File: src/rtl/adder_arb_pkg.sv
// Shared defaults, state encoding and helpers for the arbitrated adder.
package adder_arb_pkg;

    localparam int unsigned DEF_NREQ  = 4;
    localparam int unsigned DEF_WIDTH = 16;

    localparam logic [1:0] ST_IDLE = 2'd0;
    localparam logic [1:0] ST_LOAD = 2'd1;
    localparam logic [1:0] ST_ADD  = 2'd2;
    localparam logic [1:0] ST_DONE = 2'd3;

    typedef enum logic [1:0] {
        IDLE = ST_IDLE,
        LOAD = ST_LOAD,
        ADD  = ST_ADD,
        DONE = ST_DONE
    } state_t;

    // Index width that stays legal for a single requester.
    function automatic int unsigned idx_width(input int unsigned n);
        return (n > 1) ? $clog2(n) : 1;
    endfunction

endpackage

File: src/rtl/rr_picker.sv
// Combinational round-robin pick: first set request at or above ptr, wrapping.
module rr_picker #(
    parameter int unsigned NREQ = 4,
    parameter int unsigned IW   = 2
) (
    input  logic [NREQ-1:0] req,
    input  logic [IW-1:0]   ptr,
    output logic            valid,
    output logic [IW-1:0]   index
);

    int unsigned cand;

    always_comb begin
        valid = 1'b0;
        index = '0;
        cand  = 0;
        for (int unsigned k = 0; k < NREQ; k++) begin
            cand = 32'(ptr) + k;
            if (cand >= NREQ) begin
                cand = cand - NREQ;
            end
            if (!valid && req[IW'(cand)]) begin
                valid = 1'b1;
                index = IW'(cand);
            end
        end
    end

endmodule

File: src/rtl/adder_arbiter.sv
// Round-robin arbiter sharing one registered adder between NREQ requesters.
module adder_arbiter
    import adder_arb_pkg::*;
#(
    parameter int unsigned NREQ  = DEF_NREQ,
    parameter int unsigned WIDTH = DEF_WIDTH
) (
    input  logic                       clk,
    input  logic                       rst,
    input  logic [NREQ-1:0]            req,
    input  logic [NREQ*WIDTH-1:0]      a_i,
    input  logic [NREQ*WIDTH-1:0]      b_i,
    output logic [NREQ-1:0]            gnt,
    output logic                       busy,
    output logic                       done,
    output logic [idx_width(NREQ)-1:0] done_id,
    output logic [WIDTH-1:0]           res,
    output logic                       ovf
);

    localparam int unsigned IW = idx_width(NREQ);

    state_t            state;
    state_t            state_n;
    logic [IW-1:0]     ptr;
    logic [IW-1:0]     winner;
    logic [WIDTH-1:0]  op_a;
    logic [WIDTH-1:0]  op_b;
    logic              pick_valid;
    logic [IW-1:0]     pick_idx;
    logic [WIDTH:0]    sum_c;
    logic [WIDTH-1:0]  a_arr [NREQ];
    logic [WIDTH-1:0]  b_arr [NREQ];

    for (genvar i = 0; i < NREQ; i++) begin : g_unpack
        assign a_arr[i] = a_i[i*WIDTH +: WIDTH];
        assign b_arr[i] = b_i[i*WIDTH +: WIDTH];
    end

    rr_picker #(
        .NREQ (NREQ),
        .IW   (IW)
    ) u_picker (
        .req   (req),
        .ptr   (ptr),
        .valid (pick_valid),
        .index (pick_idx)
    );

    assign sum_c = {1'b0, op_a} + {1'b0, op_b};

    // Next-state logic; only IDLE waits on a request.
    always_comb begin
        state_n = state;
        case (state)
            IDLE:    if (pick_valid) state_n = LOAD;
            LOAD:    state_n = ADD;
            ADD:     state_n = DONE;
            DONE:    state_n = IDLE;
            default: state_n = IDLE;
        endcase
    end

    always_ff @(posedge clk) begin
        if (rst) begin
            state   <= IDLE;
            ptr     <= '0;
            winner  <= '0;
            gnt     <= '0;
            busy    <= 1'b0;
            done    <= 1'b0;
            done_id <= '0;
            res     <= '0;
            ovf     <= 1'b0;
            op_a    <= '0;
            op_b    <= '0;
        end else begin
            state <= state_n;
            busy  <= (state_n != IDLE);
            gnt   <= '0;
            done  <= 1'b0;
            // Winner and pointer are frozen on LOAD entry; gnt is high during LOAD.
            if (state == IDLE && pick_valid) begin
                winner <= pick_idx;
                ptr    <= (pick_idx == IW'(NREQ - 1)) ? '0 : pick_idx + IW'(1);
                gnt    <= NREQ'(1) << pick_idx;
            end
            if (state == LOAD) begin
                op_a <= a_arr[winner];
                op_b <= b_arr[winner];
            end
            if (state == ADD) begin
                res     <= sum_c[WIDTH-1:0];
                ovf     <= sum_c[WIDTH];
                done    <= 1'b1;
                done_id <= winner;
            end
        end
    end

endmodule

File: config.mk
export PLATFORM = sky130hd
export DESIGN_NAME = adder_arbiter
export DESIGN_NICKNAME = d
export VERILOG_FILES = /design/src/rtl/adder_arb_pkg.sv /design/src/rtl/rr_picker.sv /design/src/rtl/adder_arbiter.sv
export SDC_FILE = /design/constraint.sdc
export NUM_CORES = 1
export LEC_CHECK = 0
export BUFFER_PORTS_ARGS = -buffer_cell sky130_fd_sc_hd__buf_2
export CORE_MARGIN = 5
export CORE_UTILIZATION = 50
export DETAILED_ROUTE_END_ITERATION = 12
export GPL_TIMING_DRIVEN = 0
export MAX_ROUTING_LAYER = met4
export PLACE_DENSITY = 0.83
export SETUP_SLACK_MARGIN = 0.1
export SLEW_MARGIN = 0
export SYNTH_ARGS = -nofsm -noshare
export SYNTH_HDL_FRONTEND = slang
export SYNTH_HIERARCHICAL = 1
export SYNTH_SLANG_ARGS = --single-unit
File: constraint.sdc
create_clock -name clk -period 4.7 [get_ports clk]
set_input_delay 0.47 -clock clk [delete_from_list [all_inputs] [get_ports clk]]
set_output_delay 0.47 -clock clk [all_outputs]
set_load 0.01 [all_outputs]
==> out/results.tsv <==
metric	value	unit
fin_cells	648	
relSlewSlack	47.8	%
cts.sink_count	63	
dr.pass1.iters	4	
power.density	433	nW/um2
syn_area	3830	um2
io_pins	159	
n_fill_cell	644	
intPower	0.00142	W
finClkSkew	6.37	ps
rr_worst_depth	8	
cts_root_buffer	clkbuf_8	
power_frac_clock	25.3	%
ant_nets	0	
max_freq	422	MHz
drtIter0Drc	217	
cp-startpoint	op_b[0]	
grt_pass1_wl	17700	um
grt_pass1_vias	3742	
synth-seq-cells	63	
wl_per_cell	16.8	um
antenna_found_initial	0	
synth_nets	529	
placementRows	32	
path_max_fanout	3	
pwr-share-seq	33.0	%
crit_end	res[12]	
grt_overflow	0	
finalSetupViolations	0	
netlist.area_leader.share	32.9	%
critPathSlowestCell	fa_1	
period_minus_slack	2370	ps
wirelength	10900	um
synth_cells	374	
final_common_cell	buf_2	
rsz0062_at_grt	false	
nets	697	
end_kind	register	
cpPeakStageDelay	430	ps
reg2reg_slack	2330	ps
routabilityCongestion	0.886	
chipHeight	97.6	um
io_buffers	157	
design_area	4980	um2
netSwitchingPower	0.000737	W
routed-via-count	3562	
maxSlewViolCount	0	
required	4930	ps
dp.cells	633	
grt_max_degree	11	
multi_input_area	2430	um2
cp-start-kind	register	
ys_seq_area_share	32.9	%
cts-buffers-inserted	9	
postCtsSetupRepairBufs	0	
combPwrFrac	41.7	%
grt_usage	23.7	%
yosysUniqueCellTypes	54	
r2r_end	res[12]	
die_area	9520	um2
clkLatencyLatePin	350	ps
p_total	0.00215	W
final_cell_mix	buf_2 (163), dfxtp_1 (63), nor2_1 (53)	
fin_crit_sh	50.5	%
core_region_area	7610	um2
peakVddDrop	0.000261	V
syn2layout_area_growth	29.8	%
crit_chain	ha_1, fa_1, a211oi_1, o21ai_1, nand2_1, a21oi_1, and4bb_1, or3_1	
critical_path_class	reg2reg	
synth-main-ff-cell	dfxtp_1	
place_ws	2350	ps
dpl.hpwl	8960	um
fin_tns_setup	0	ps
initial_utilization	50.4	%
viasPerCell	5.50	
cap_viol_max_count	0	
layout_setup_ws	2330	ps
report.final.hold_viol_count	0	
min_path_type	reg2reg	
yosysTopAreaCell	dfxtp_1	
crit_arrival	2610	ps
async_reset_ff_share	0	%
synth_edf_count	0	
htree_num_levels	3	
clk_pin_slew	70	ps
yosys_warnings	6	
cts_buffer_depth	2	
cts_tree	built	
place_area	4750	um2
regArea	1260	um2
antenna_cells	0	
drcViolationCount	0	
timing.rr.start	op_b[0]	
avgSynthCellArea	10.3	um2
drive_above_1_share	40.1	%
status	finished clean	
p_leak	2.23	nW
worstMarginPinSlew	783	ps
yosys-top-cells-area	dfxtp_1 (33%), mux4_2 (19%), mux2i_1 (11%)	
die_x	97.6	um
netSwitchingFraction	34.2	%
cts_hold_buffers	0	
cts_resized	0	
==> layer usage <==
layer | vias up | routed length, um | track usage (%)
met5 | - | 0 | -
met4 | 0 | 228 | 7.99
met3 | 16 | 731 | 4.16
met2 | 151 | 5370 | 40.1
met1 | 1667 | 4530 | 28.6
li1 | 1728 | - | -
==> power by group through the flow <==
stage | combinational [W] | sequential, W | clock [W]
global route | 0.000987 | 0.000723 | 0.000571
floorplan | 0.000649 | 0.000717 | 0
CTS | 0.000900 | 0.000710 | 0.000548
detailed placement | 0.000894 | 0.000720 | 0
finish | 0.000899 | 0.000710 | 0.000544
global placement | 0.000862 | 0.000714 | 0
==> worst max-delay path, delay by kind of cell (launching register included) <==
| family | cells | cell delay, ps |
|---|---|---|
| adders and majority gates | 2 | 630 |
| DFF | 1 | 330 |
| AOI/OAI and AO/OA | 3 | 640 |
| and+or+nand+nor | 3 | 650 |
==> cell usage after synthesis (6+ instances only) <==
master    count
dfxtp_1      63
nor2_1       53
mux2i_1      42
mux4_2       32
a21oi_1      24
ha_1         20
nand2_1      16
clkbuf_1     13
inv_1        11
buf_2         6
nand3_1       6
o21ai_0       6
xnor2_1       6
==> logic make-up after synthesis <==
kind of cell,after synthesis,share of synthesized area (%)
muxes,74,29.8
buffers and inverters,35,3.72
DFF,63,32.9
AOI/OAI and AO/OA,61,10.4
and+or+nand+nor,113,14.6
xor gates and xnor gates,7,1.60
adders and majority gates,21,7.05
==> stage by stage <==
step / hold WS [ps] / utilization (%)
4_1_cts: 485 / 65.4
5_1_grt: 516 / 65.4
3_3_place_gp: 469 / 62.4
3_5_place_dp: 473 / 62.4
6_report: 483 / 65.4
2_1_floorplan: 465 / -
==> area by class of cell <==
| type | count | area share [%] |
|---|---|---|
| clock inverter | 3 | 1.31 |
| sequential | 63 | 25.3 |
| inverter | 12 | 0.905 |
| multi-input combinational | 276 | 48.8 |
| timing repair buffer | 157 | 15.8 |
| buffer | 23 | 1.96 |
| tap | 102 | 2.56 |
| clock buffer | 12 | 3.32 |
==> registers in the layout, indices dropped and copies added, names as in the netlist <==
| register | cells |
|---|---|
| op_a | 16 |
| op_b | 16 |
| res | 16 |
| gnt | 4 |
| done_id | 2 |
| ptr | 2 |
| state | 2 |
| winner | 2 |
| busy | 1 |
| done | 1 |
| ovf | 1 |
==> how the worst min path moves through the flow <==
stage | slack, ps | to | start | cells after the start
after global routing | 520 | res[1] | res[1] | 2
after global placement | 470 | res[5] | res[5] | 2
after detailed placement | 470 | res[10] | res[10] | 2
after CTS | 480 | res[10] | res[10] | 2
after floorplan | 460 | op_b[0] | op_b[0] | 2
final | 480 | res[10] | res[10] | 2
Power figures use the tool's default switching activity.
